==> src/rtl/timer_ctrl.sv <==
// Interval timer: modulo-PRE prescaler feeding a down-counting period register,
// sequenced by an IDLE/RUN/PAUSE/DONE state machine with one-shot and periodic modes.
module timer_ctrl #(
    parameter int PRE      = 8,
    parameter int PRE_BITS = 3,
    parameter int W        = 8
) (
    input  logic         clk,
    input  logic         r_n,
    input  logic         start,
    input  logic         stop,
    input  logic         pause,
    input  logic         mode,
    input  logic [W-1:0] period,
    output logic         tick,
    output logic         done,
    output logic [W-1:0] remain,
    output logic         busy,
    output logic [1:0]   state
);

    typedef enum logic [1:0] {
        S_IDLE  = 2'b00,
        S_RUN   = 2'b01,
        S_PAUSE = 2'b10,
        S_DONE  = 2'b11
    } state_t;

    state_t              state_q, state_d;
    logic [PRE_BITS-1:0] pre_q, pre_d;
    logic [W-1:0]        remain_q, remain_d;
    logic                m_q, m_d;
    logic                tick_q, tick_d;
    logic                done_q, done_d;
    logic                busy_q, busy_d;
    logic                load_ok;
    logic                wrap;

    function automatic logic [W-1:0] sat_dec(input logic [W-1:0] v);
        return (v == '0) ? v : v - W'(1);
    endfunction

    assign load_ok = start && (period != '0);
    assign wrap    = (pre_q == PRE_BITS'(PRE - 1));

    always_comb begin
        state_d  = state_q;
        pre_d    = pre_q;
        remain_d = remain_q;
        m_d      = m_q;
        tick_d   = 1'b0;
        done_d   = 1'b0;

        if (stop) begin
            state_d  = S_IDLE;
            pre_d    = '0;
            remain_d = '0;
        end else if (load_ok) begin
            state_d  = S_RUN;
            pre_d    = '0;
            remain_d = period;
            m_d      = mode;
        end else begin
            case (state_q)
                S_RUN, S_PAUSE: begin
                    // The PAUSE exit edge counts like a RUN edge, so no edge is lost.
                    if (pause) begin
                        state_d = S_PAUSE;
                    end else begin
                        state_d = S_RUN;
                        if (wrap) begin
                            pre_d  = '0;
                            tick_d = 1'b1;
                            if (remain_q == W'(1)) begin
                                done_d = 1'b1;
                                if (!m_q || (period == '0)) begin
                                    state_d  = S_DONE;
                                    remain_d = '0;
                                end else begin
                                    remain_d = period;
                                    m_d      = mode;
                                end
                            end else begin
                                remain_d = sat_dec(remain_q);
                            end
                        end else begin
                            pre_d = pre_q + PRE_BITS'(1);
                        end
                    end
                end
                S_DONE: remain_d = '0;
                default: ;
            endcase
        end

        busy_d = (state_d == S_RUN) || (state_d == S_PAUSE);
    end

    always_ff @(posedge clk or negedge r_n) begin
        if (!r_n) begin
            state_q  <= S_IDLE;
            pre_q    <= '0;
            remain_q <= '0;
            m_q      <= 1'b0;
            tick_q   <= 1'b0;
            done_q   <= 1'b0;
            busy_q   <= 1'b0;
        end else begin
            state_q  <= state_d;
            pre_q    <= pre_d;
            remain_q <= remain_d;
            m_q      <= m_d;
            tick_q   <= tick_d;
            done_q   <= done_d;
            busy_q   <= busy_d;
        end
    end

    assign tick   = tick_q;
    assign done   = done_q;
    assign remain = remain_q;
    assign busy   = busy_q;
    assign state  = state_q;

endmodule

==> config.mk <==
export PLATFORM = sky130hd
export DESIGN_NAME = timer_ctrl
export DESIGN_NICKNAME = d
export VERILOG_FILES = /design/src/rtl/timer_ctrl.sv
export SDC_FILE = /design/constraint.sdc
export NUM_CORES = 1
export LEC_CHECK = 0
export CORE_MARGIN = 1.5
export CORE_UTILIZATION = 35
export CTS_CLUSTER_SIZE = 28
export DETAILED_ROUTE_END_ITERATION = 10
export PLACE_DENSITY_LB_ADDON = 0.12
export SYNTH_ARGS = -nofsm -noshare
export SYNTH_HDL_FRONTEND = slang
export SYNTH_SLANG_ARGS = --single-unit
==> constraint.sdc <==
create_clock -name clk -period 2.5 [get_ports clk]
set_input_delay 0.375 -clock clk [delete_from_list [all_inputs] [get_ports clk]]
set_output_delay 0.375 -clock clk [all_outputs]
set_load 0.02 [all_outputs]
======== Yosys cells after proc, flatten, opt, wreduce, memory -nomap -nowiden ========
Index checks and enable logic that the tools add are counted.
cells by class
  $add $sub $neg .......................... 2
  $mul .................................... 0
  divide/modulo/power cells ............... 0
  $lt $le $gt $ge ......................... 0
  equality and inequality tests ........... 13
  shift-type cells ........................ 0
  multiplexer cells ....................... 37
  bitwise gates (word level) .............. 1
  reduce and logical (&&, ||, !) cells .... 16
operators with widths
  kind                                                 count
  two-way mux 8 bit                                    7
  two-way mux 1 bit                                    17
  logical NOT 8 bit                                    2
  one-hot mux 8 bit (2 select lines)                   1
  two-way mux 3 bit                                    5
  two-way mux 2 bit                                    7
  equality test 8 x 1 -> 1 bit, second input constant  1
  != test 4 bit, second input constant                 2
  nonzero test 8 bit                                   1
  subtractor 8 x 1 -> 8 bit, second input constant     1
  equality test 2 bit, second input constant           3
  AND reduction 6 bit                                  1
  nonzero test 2 bit                                   3
  != test 5 bit, second input constant                 1
  equality test 2 x 1 -> 1 bit, second input constant  2
  AND reduction 4 bit                                  1
  nonzero test 4 bit                                   1
  adder 3 x 1 -> 3 bit, second input constant          1
  equality test 3 bit, second input constant           1
  != test 3 x 2 -> 1 bit, second input constant        1
  nonzero test 3 bit                                   1
  logical OR 1 bit                                     2
  != test 2 x 1 -> 1 bit, second input constant        1
  != test 2 bit, second input constant                 1
  other kinds (5)                                      5
storage, ports and cells
  register bits ........................... 17
  latch bits .............................. 0
  RAM bits ................................ 0
  bits in read-only memories .............. 0
  bits of input ports ..................... 14
  word-level logic and storage cells ...... 76
  memories ................................ 0

======== Depth between registers and ports, before layout ========
Gate-level depths: netlist of the first run.
  word-level depth ........................ 11
  depth in mapped cells ................... 7
  mapped depth without buffers ............ 7

======== Worst setup path after synthesis of the first run ========
OpenSTA, ideal clock, no wires.
  path kind ............................... register -> register
  start point ............................. reg remain_q[1], in the netlist remain[1]
  end point ............................... reg m_q
  library setup time ...................... 0.125 ns
  arrival ................................. 2.053 ns
  slack ................................... 0.322 ns
  stages on the path, launching flop included .. 8
  buffers on the path ..................... 0
  clock period less this slack ............ 2.178 ns
  cell sequence ........................... dfrtp_1 inv_1 ha_1 nor4b_2 nand2_1 or3_1 a21oi_1 mux2_2
on the way
  word-level cells in the longest chain between the ends .. 3
RTL lines
  what                           RTL line  text
  start, declared                31        logic [W-1:0] remain_q, remain_d;
  start signal, assigned         111       remain_q <= remain_d;
  equality test 8 x 1 -> 1 bit   74        if (remain_q == W'(1)) begin
  nonzero test 2 bit (no line)   n/a
  AND reduction 6 bit (no line)  n/a
  end signal, assigned           112       m_q <= m_d;
  end, declared                  32        logic m_q, m_d;
Every way passes these cells.
A chain may end at the register's enable or synchronous reset.

======== Worst setup path in the final report of the first run ========
  start point ............................. in period[1]
  end point ............................... reg busy_q, in the netlist busy
on the way
  word-level cells in the longest chain between the ends .. 11
  elaborated cells on any way between the ends .. 14
  classes of those cells .................. eq/ne (2); mux (7); reduce/logical (5)
RTL lines
  what                                                                        RTL line  text
  start, declared                                                             14        input logic [W-1:0] period,
  logical NOT 8 bit                                                           76        if (!m_q || (period == '0)) begin
  logical OR 1 bit                                                            76
  two-way mux 2 bit                                                           76
  two-way mux 2 bit                                                           74
  two-way mux 2 bit                                                           71        if (wrap) begin
  two-way mux 2 bit                                                           67        if (pause) begin
  two-way mux 2 bit                                                           64        case (state_q)
  two-way mux 2 bit *                                                         58        end else if (load_ok) begin
  two-way mux 2 bit *                                                         54        if (stop) begin
  equality test 2 x 1 -> 1 bit / equality test 2 bit (equally long branches)  96        busy_d = (state_d == S_RUN) || (state_d == S_PAUSE);
  logical OR 1 bit *                                                          96
  net busy_d                                                                  35        logic busy_q, busy_d;
  end signal, assigned                                                        115       busy_q <= busy_d;
  end, declared                                                               35
Mark *: on every way through the listed nets, which the timed path passes. The rest lies on a longest branch.

==> flow_metrics.py, run 1 <==
metrics = {
    "status": {
        "outcome": "finished clean",
    },
    "synth": {
        "syn_inst": 133,
        "synth_top_family_by_area": "simple AND/OR/NAND/NOR gates",
        "synth_fa_ha_area_share_pct": 6.50,
        "synth_sequential_area_ratio_pct": 36.8,
        "yosys.area_share.xor_xnor_pct": 0,
        "synth-edff-count": 0,
        "cell_area_after_synthesis_um2": 1150,
        "synth_top_cell_area_share_pct": 36.8,
        "synth_simple_gate_area_share_pct": 25.7,
        "yosysWarningCount": 0,
        "synth_ff_type": "dfrtp_1",
        "synth_compound_gate_area_share_pct": 24.9,
        "proportion_of_synthesized_area_in_mux_cells_pct": 1.84,
        "synth_fp_nets": 153,
        "synth_seq_cells": 17,
        "synth_top_cells_by_area": "dfrtp_1 37%, ha_1 6.5%, a21oi_1 4.3%",
        "post_synth.cell_area_avg_um2": 8.68,
        "yosys.cell_types.count": 43,
        "postSynth.asyncResetShare_pct": 100,
        "synth_largest_area_cell": "dfrtp_1",
    },
    "placement": {
        "post-place-ws_ns": -0.0768,
        "placed_area_um2": 1550,
        "port_buffers": 26,
        "gp_congestion": 0.890,
        "post-dp-hpwl_um": 2530,
    },
    "power": {
        "ir_worst_vdd_mv": 0.267,
        "leakagePower_nw": 0.661,
        "power_density_nw_per_um2": 526,
    },
    "setup_path": {
        "worstSetupPathType": "input pin to flip-flop",
        "timing.critical_path.slowest_cell_delay_ns": 0.55,
        "worstPathArrival_ns": 2.54,
        "worst-endpoint-required_ns": 2.74,
        "critical_path_cell_by_cell": "clkdlybuf4s50_1, or4_4, o21ai_1, a41oi_1, or4_1, nand2_1",
        "worstSetupEndpointType": "flip-flop",
        "setup.worst_path.start_class": "input pin",
        "crit_buf_inv": 1,
        "critical_path_peak_fanout": 3,
        "worst_path_max_delay_cell": "or4_4",
        "path_delay_family": "simple AND/OR/NAND/NOR gates",
    },
    "sta": {
        "timing.final.crit_share_pct": 91.8,
        "timing.clock.skew_ns": 0.00163,
        "clock.fmax_ghz": 0.436,
        "slew-limit-headroom_pct": 50.2,
        "rsz_0062_raised_after_global_routing": "no",
        "drv_slew": 0,
        "post-route-min-period_ns": 2.30,
        "setup-violations-final": 0,
        "fin_ws_ns": 0.204,
        "hold_viol_final": 0,
        "worst_slew_pin_slew_ns": 0.745,
        "fin_hold_ws_ns": 0.513,
    },
    "clocking": {
        "clock_sinks": 17,
        "worst_skew_pair.late_latency_ns": 0.29,
        "postcts_setup_bufs": 0,
        "cts_inserted_buffers": 3,
        "clock_tree_from_tritoncts": "built",
        "clk_path_buf_depth": 2,
        "cts_hold_buf": 0,
        "clock_tree.root_cell": "clkbuf_4",
        "cts_resized": 0,
        "cts.reportedPaths.clkPinSlew_ns": 0.10,
        "cts.htree.levels": 1,
    },
    "routing": {
        "avgViaCountPerCell": 5.76,
        "dr_total_vias": 1244,
        "drt-pass1-iter-count": 4,
        "initialDrtViolationCount": 87,
        "routed_wl_um": 3300,
        "detail_route.drc_violations": 0,
        "final_antenna_net_count": 0,
        "average_detailed_routed_wire_length_per_instance_um": 15.3,
    },
    "floorplan": {
        "io_pins": 27,
        "floorplan.die.height_um": 60.4,
        "die_area_um2": 3650,
        "floorplan.initialDensity_pct": 37.2,
        "die_width_um": 60.4,
        "area_of_the_core_um2": 3100,
        "fp-row-count": 20,
    },
    "cells_and_area": {
        "layout.nets": 193,
        "layout.core_utilization_pct": 51.0,
        "share_of_cells_above_drive_strength_1_pct": 13.4,
        "syn_to_final_growth_pct": 37.2,
        "num-fill-cells": 333,
        "antennaDiodeCount": 0,
        "finalInstanceArea_um2": 1580,
    },
    "job": {
        "maxCapViolations": 0,
    },
    "global_routing": {
        "overflow": 0,
        "grt_pass1_wl_um": 5390,
        "grt_use_total_pct": 19.9,
        "pin_count_of_the_biggest_net_entering_global_routing": 18,
        "antenna_found_initial": 0,
        "vias_in_the_first_global_route": 1164,
    },
    "min_path": {
        "min-delay-path-class": "input pin to async pin",
    },
}
[worst reg2reg max path, delay by kind of cell (launching register included)]
family                     cells  cell delay (ns)
AOI/OAI and AO/OA              3             0.73
adders and majority gates      1             0.21
buffers and inverters          2             0.25
DFF                            1             0.37
and+or+nand+nor                2             0.66
[per-stage QoR]
| step | std cells | total power [mW] | TNS, ns |
|---|---|---|---|
| 2_1_floorplan | 133 | 0.532 | 0 |
| 3_3_place_gp | 212 | 0.679 | -0.0965 |
| 3_5_place_dp | 212 | 0.681 | -0.0962 |
| 4_1_cts | 216 | 0.836 | 0 |
| 5_1_grt | 216 | 0.894 | 0 |
| 6_report | 216 | 0.834 | 0 |
[cells in the final DEF, fill, tap and decap left out, types with 2 or more instances in the layout]
| cell type | n |
|---|---|
| clkdlybuf4s50_1 | 26 |
| dfrtp_1 | 17 |
| nand2_1 | 13 |
| buf_4 | 12 |
| nor2_1 | 11 |
| inv_1 | 10 |
| a21oi_1 | 10 |
| o21ai_0 | 8 |
| ha_1 | 6 |
| nor3_1 | 5 |
| or4_1 | 4 |
| a221oi_1 | 4 |
| nand2b_1 | 3 |
| clkbuf_4 | 3 |
| or4_4 | 2 |
| o21ai_1 | 2 |
| a31oi_1 | 2 |
| a41oi_1 | 2 |
| nor3b_1 | 2 |
| nor4_1 | 2 |
| nand3_1 | 2 |
| a32oi_1 | 2 |
[Yosys cell counts, types with 2 or more instances]
cell type  count
a32oi_1        2
or4_1          4
a221oi_1       4
nand3_1        2
a31oi_1        2
nand2b_1       3
o21ai_0        8
a41oi_1        2
nand2_1       13
ha_1           6
inv_1         10
dfrtp_1       17
clkbuf_1       3
or4_4          2
o21ai_1        2
nor4_1         2
nor3_1         5
nor2_1        11
nor3b_1        2
a21oi_1       10
[path summary, 6_finish.rpt]
check | startpoint | end | slack, ns | depth (start not counted)
min | r_n | remain[6] | 0.51 | 1
max reg2reg | remain[1] | remain[5] | 0.23 | 8
max | period[1] | busy | 0.20 | 6
min reg2reg | pre_q[1] | pre_q[1] | 0.54 | 2
min in group clk | pre_q[1] | pre_q[1] | 0.54 | 2
max in group asynchronous | r_n | state[0] | 1.52 | 1
[per-layer routing]
layer,wire [µm],GRT usage (%),share of wire (%)
met1,1540,28.2,47
met2,1500,30.7,45
met3,210,3.41,6.4
met4,51,7.45,1.5
met5,0,0,0
[report_power, final]
group / leakage (nW) / internal [mW] / switching, mW
clock network: 0.0150 / 0.0621 / 0.0889
registers: 0.226 / 0.298 / 0.0316
logic: 0.420 / 0.162 / 0.191
total: 0.661 / 0.522 / 0.312
[registers in the layout (all words and copies together) (netlist names)]
| register | count |
|---|---|
| tick | 1 |
| pre_q | 3 |
| m_q | 1 |
| remain | 8 |
| done | 1 |
| busy | 1 |
| state | 2 |
[kinds of logic after synthesis]
logic type / Yosys count
buffers and inverters: 13
flip-flops: 17
adder cells (fa/ha/maj): 6
AO/OA/AOI/OAI: 42
multiplexers: 2
AND/OR/NAND/NOR: 53
[layout make-up]
class	count	area, µm²	share of cell area, %
Multi-Input combinational cell	103	689	43.5
Inverter	10	37.5	2.37
Timing Repair Buffer	38	350	22.1
Sequential cell	17	425	26.9
Clock buffer	4	26.3	1.66
Tap cell	44	55.1	3.48
No activity file was read; power rests on OpenSTA's default activity.
==> inputs of run 2 (changes only) <==
--- a/config.mk
+++ b/config.mk
@@ -5,6 +5,8 @@
 export SDC_FILE = /design/constraint.sdc
 export NUM_CORES = 1
 export LEC_CHECK = 0
+export CAP_MARGIN = 10
+export CORE_ASPECT_RATIO = 1.1
 export CORE_MARGIN = 1.5
 export CORE_UTILIZATION = 35
 export CTS_CLUSTER_SIZE = 28
==> flow_metrics.py, run 2 (synthesized netlist as in run 1, its figures left out) <==
metrics = {
    "sta": {
        "timing.final.crit_share_pct": 92.5,
        "totalNegativeSetupSlack_ns": 0,
        "rsz_0062_raised_after_global_routing": "no",
        "hold_viol_final": 0,
        "setup-violations-final": 0,
        "timing.clock.skew_ns": 0.00108,
        "fin_hold_ws_ns": 0.504,
        "worst_slew_pin_slew_ns": 0.762,
        "drv_slew": 0,
        "clock.fmax_ghz": 0.432,
        "post-route-min-period_ns": 2.31,
        "slew-limit-headroom_pct": 49.0,
    },
    "clocking": {
        "clk_path_buf_depth": 2,
        "worst_skew_pair.late_latency_ns": 0.30,
        "clock_tree.root_cell": "clkbuf_4",
        "cts_inserted_buffers": 3,
        "postcts_setup_bufs": 0,
        "cts.reportedPaths.clkPinSlew_ns": 0.12,
        "clock_tree_from_tritoncts": "built",
        "clock_sinks": 17,
        "cts.htree.levels": 1,
    },
    "job": {
        "maxCapViolations": 0,
    },
    "floorplan": {
        "floorplan.initialDensity_pct": 37.2,
        "fp-row-count": 21,
        "io_pins": 27,
        "die_area_um2": 3650,
        "floorplan.die.height_um": 63.2,
        "area_of_the_core_um2": 3100,
        "die_width_um": 57.8,
    },
    "setup_path": {
        "critical_path.reg2reg.startpoint": "remain[1]",
        "worst-r2r-cell-count": 8,
        "worstSetupEndpointType": "flip-flop",
        "worst-endpoint-required_ns": 2.76,
        "worstPathArrival_ns": 2.57,
        "worstSetupPathType": "input pin to flip-flop",
        "setup.worst_path.start_class": "input pin",
        "reg2reg_to": "m_q",
        "worstSetupEndpoint": "busy",
        "worstSetupStartpoint": "period[4]",
        "rrSetupSlack_ns": 0.20,
        "critical_path_peak_fanout": 3,
    },
    "cells_and_area": {
        "layout_common_cells": "26 x clkdlybuf4s50_1, 22 x buf_4, 17 x dfrtp_1",
        "syn_to_final_growth_pct": 43.3,
        "num-fill-cells": 311,
        "layout_commonest_cell": "clkdlybuf4s50_1",
        "layout.nets": 203,
        "largest_reg_flops": 8,
        "antennaDiodeCount": 0,
        "finalInstanceArea_um2": 1660,
        "share_of_cells_above_drive_strength_1_pct": 19.2,
        "layout.core_utilization_pct": 53.4,
        "finish.cell_count_without_fillers": 216,
    },
    "placement": {
        "post-dp-hpwl_um": 2640,
        "gp_congestion": 0.906,
        "placed_area_um2": 1610,
        "port_buffers": 26,
        "place_inst": 212,
    },
    "routing": {
        "routed_wl_um": 3370,
        "average_detailed_routed_wire_length_per_instance_um": 15.6,
        "detail_route.drc_violations": 10,
        "drt-pass1-iter-count": 8,
        "initialDrtViolationCount": 55,
        "dr_total_vias": 1255,
        "avgViaCountPerCell": 5.81,
        "final_antenna_net_count": 0,
    },
    "power": {
        "power_density_nw_per_um2": 526,
        "ir_worst_vdd_mv": 0.263,
        "leakagePower_nw": 0.709,
    },
    "global_routing": {
        "pin_count_of_the_biggest_net_entering_global_routing": 18,
        "antenna_found_initial": 0,
        "vias_in_the_first_global_route": 1186,
        "grt_pass1_wl_um": 5640,
        "grt_use_total_pct": 19.9,
        "overflow": 0,
    },
    "min_path": {
        "min-delay-path-class": "input pin to async pin",
    },
    "status": {
        "failing_checks": "design-rule violations",
        "outcome": "finished with violations",
    },
}
-- run 2: layer usage --
layer | GRT usage, % | vias up | wire [µm]
li1 | - | 607 | -
met2 | 30.0 | 48 | 1550
met3 | 2.67 | 4 | 218
met1 | 29.2 | 596 | 1580
met4 | 6.10 | 0 | 25
met5 | 0 | - | 0
-- run 2: cell type report --
class	instances	area [µm²]	share of cell area [%]
inverter	10	37.5	2.27
clock buffer	3	22.5	1.36
tap	34	42.5	2.57
sequential	17	425	25.7
clock inverter	1	7.51	0.454
timing repair buffer	48	425	25.7
multi-input combinational	103	694	42.0
-- run 2: report_power, final --
group | internal [mW] | leakage [nW] | switching, mW
logic | 0.181 | 0.469 | 0.202
registers | 0.298 | 0.226 | 0.0234
clock network | 0.0610 | 0.0139 | 0.105
-- run 2: timing repair --
item | CTS | global route
gates resized for setup | 0 | 2
endpoints found under the setup margin | 0 | 2
hold buffers | 0 | 0
-- run 2: how the worst min path moves through the flow --
stage              from       end  slack [ns]
3_3_place_gp   pre_q[1]  pre_q[1]        0.51
3_5_place_dp   pre_q[1]  pre_q[1]        0.52
6_report            r_n      tick        0.50
5_1_grt             r_n      done        0.58
4_1_cts             r_n      tick        0.54
2_1_floorplan       r_n      busy        0.08
-- run 2: metrics by stage --
stage                     total power [mW]  setup slack [ns]
after CTS                            0.869             0.154
after global placement               0.699           -0.0832
after global routing                 0.929            0.0302
after floorplan                      0.532             0.322
final                                0.871             0.187
after detailed placement             0.702           -0.0857
-- run 2: worst max-delay path, cell delays in order --
cell             delay, ns
clkdlybuf4s50_1       0.44
or4_4                 0.56
buf_4                 0.15
o21ai_1               0.27
a41oi_1               0.21
or4_1                 0.50
nand2_1               0.07
==> inputs of run 3 (changes only) <==
--- a/config.mk
+++ b/config.mk
@@ -6,9 +6,11 @@
 export NUM_CORES = 1
 export LEC_CHECK = 0
 export CAP_MARGIN = 10
+export CELL_PAD_IN_SITES_DETAIL_PLACEMENT = 1
+export CELL_PAD_IN_SITES_GLOBAL_PLACEMENT = 2
 export CORE_ASPECT_RATIO = 1.1
 export CORE_MARGIN = 1.5
-export CORE_UTILIZATION = 35
+export CORE_UTILIZATION = 29
 export CTS_CLUSTER_SIZE = 28
 export DETAILED_ROUTE_END_ITERATION = 10
 export PLACE_DENSITY_LB_ADDON = 0.12
==> flow_metrics.py, run 3 (synthesized netlist as in run 1, its figures left out) <==
metrics = {
    "setup_path": {
        "worst-endpoint-required_ns": 2.70,
        "setup.worst_path.start_class": "input pin",
        "worstSetupStartpoint": "period[1]",
        "worst-r2r-cell-count": 8,
        "path_delay_family": "simple AND/OR/NAND/NOR gates",
        "worstPathArrival_ns": 2.56,
        "worstSetupEndpoint": "remain[5]",
        "critical_path.reg2reg.startpoint": "remain[1]",
        "cp.depth": 6,
        "worstSetupPathType": "input pin to flip-flop",
        "timing.critical_path.slowest_cell_delay_ns": 0.55,
        "reg2reg_to": "m_q",
        "critical_path_cell_by_cell": "clkdlybuf4s50_1, or4_4, o21a_1, or4_1, a311oi_1, o32a_1",
        "rrSetupSlack_ns": 0.17,
        "critical_path_peak_fanout": 3,
        "crit_buf_inv": 1,
        "worstSetupEndpointType": "flip-flop",
        "worst_path_max_delay_cell": "or4_4",
    },
    "min_path": {
        "hold_start": "pre_q[1]",
        "min-delay-path-class": "flip-flop to flip-flop",
    },
    "placement": {
        "gp_congestion": 0.855,
        "post-dp-hpwl_um": 3250,
        "place_inst": 228,
        "placed_area_um2": 1630,
        "port_buffers": 26,
    },
    "clocking": {
        "clk_path_buf_depth": 2,
        "cts.reportedPaths.clkPinSlew_ns": 0.07,
        "worst_skew_pair.late_latency_ns": 0.26,
        "clock_sinks": 17,
        "clock_tree.root_cell": "clkbuf_8",
        "cts_resized": 0,
        "clock_tree_from_tritoncts": "built",
        "cts_inserted_buffers": 3,
        "cts.htree.levels": 1,
        "cts_hold_buf": 0,
        "postcts_setup_bufs": 0,
    },
    "sta": {
        "drv_slew": 0,
        "rsz_0062_raised_after_global_routing": "no",
        "hold_viol_final": 0,
        "totalNegativeSetupSlack_ns": 0,
        "setup-violations-final": 0,
        "clock.fmax_ghz": 0.425,
        "timing.clock.skew_ns": 0.00636,
        "timing.final.crit_share_pct": 94.2,
        "post-route-min-period_ns": 2.36,
        "worst_slew_pin_slew_ns": 0.778,
        "slew-limit-headroom_pct": 48.0,
    },
    "cells_and_area": {
        "antennaDiodeCount": 0,
        "syn_to_final_growth_pct": 45.9,
        "layout_commonest_cell": "clkdlybuf4s50_1",
        "layout.nets": 203,
        "finalInstanceArea_um2": 1690,
        "layout_common_cells": "26 x clkdlybuf4s50_1, 22 x buf_4, 17 x dfrtp_1",
        "largest_reg_flops": 8,
        "finish.cell_count_without_fillers": 232,
        "share_of_cells_above_drive_strength_1_pct": 18.1,
        "num-fill-cells": 451,
    },
    "floorplan": {
        "floorplan.initialDensity_pct": 30.9,
        "area_of_the_core_um2": 3740,
        "die_area_um2": 4370,
        "fp-row-count": 23,
        "floorplan.die.height_um": 69.2,
        "die_width_um": 63.2,
        "io_pins": 27,
    },
    "routing": {
        "avgViaCountPerCell": 5.45,
        "routed_wl_um": 4050,
        "final_antenna_net_count": 0,
        "drt-pass1-iter-count": 4,
        "initialDrtViolationCount": 56,
        "average_detailed_routed_wire_length_per_instance_um": 17.5,
        "detail_route.drc_violations": 0,
        "dr_total_vias": 1264,
    },
    "global_routing": {
        "pin_count_of_the_biggest_net_entering_global_routing": 18,
        "antenna_found_initial": 0,
        "vias_in_the_first_global_route": 1422,
        "grt_pass1_wl_um": 6790,
        "grt_use_total_pct": 19.5,
        "overflow": 0,
    },
    "job": {
        "maxCapViolations": 0,
    },
    "power": {
        "ir_worst_vdd_mv": 0.310,
        "leakagePower_nw": 0.718,
        "power_density_nw_per_um2": 559,
    },
    "status": {
        "outcome": "finished clean",
    },
}
## run 3: cell types whose count changed in the layout (fill, tap and decap cells not counted), sizes merged
cell      change
clkinvlp      -1
clkbuf        +1
## run 3: area by class of cell
class	instances	area [µm²]	area share (%)
tap	50	62.6	3.71
inverter	10	37.5	2.23
multi-input combinational	103	689	40.9
timing repair buffer	48	425	25.2
sequential	17	425	25.2
clock buffer	4	45.0	2.67
## run 3: power by group
| part | leakage (nW) | switching (mW) | internal (mW) |
|---|---|---|---|
| clock | 0.0228 | 0.103 | 0.113 |
| combinational | 0.469 | 0.217 | 0.184 |
| sequential | 0.226 | 0.0260 | 0.299 |
## run 3: worst min-delay path by stage
stage                to  slack [ns]  cells past startpoint
6_report       pre_q[1]        0.54                      2
5_1_grt        pre_q[1]        0.58                      2
4_1_cts        pre_q[1]        0.54                      2
3_5_place_dp   pre_q[1]        0.52                      2
3_3_place_gp   pre_q[1]        0.50                      2
2_1_floorplan      busy        0.08                      0
## run 3: stage by stage
step                setup slack (ns)  util, %  hold WS (ns)  power (mW)
finish                         0.145     45.1         0.537       0.942
global route                  0.0438     45.1         0.585       0.999
CTS                            0.136     44.8         0.540       0.943
detailed placement            -0.126     43.6         0.524       0.723
global placement             -0.0671     43.6         0.503       0.716
floorplan                      0.322        -        0.0794       0.532
## run 3: per-layer routing
| metal | wire (µm) | global-route usage (%) |
|---|---|---|
| met1 | 1920 | 25.2 |
| met2 | 1870 | 31.9 |
| met3 | 164 | 3.25 |
| met4 | 99 | 8.21 |
| met5 | 0 | 0 |
## run 3: worst register-to-register path: cells and delay by family (launching register included)
kind	cells	cell delay, ns
AO/OA/AOI/OAI	1	0.18
adder cells (fa/ha/maj)	1	0.21
buffers and inverters	2	0.30
flip-flops	1	0.39
multiplexers	1	0.35
AND/OR/NAND/NOR	3	0.78
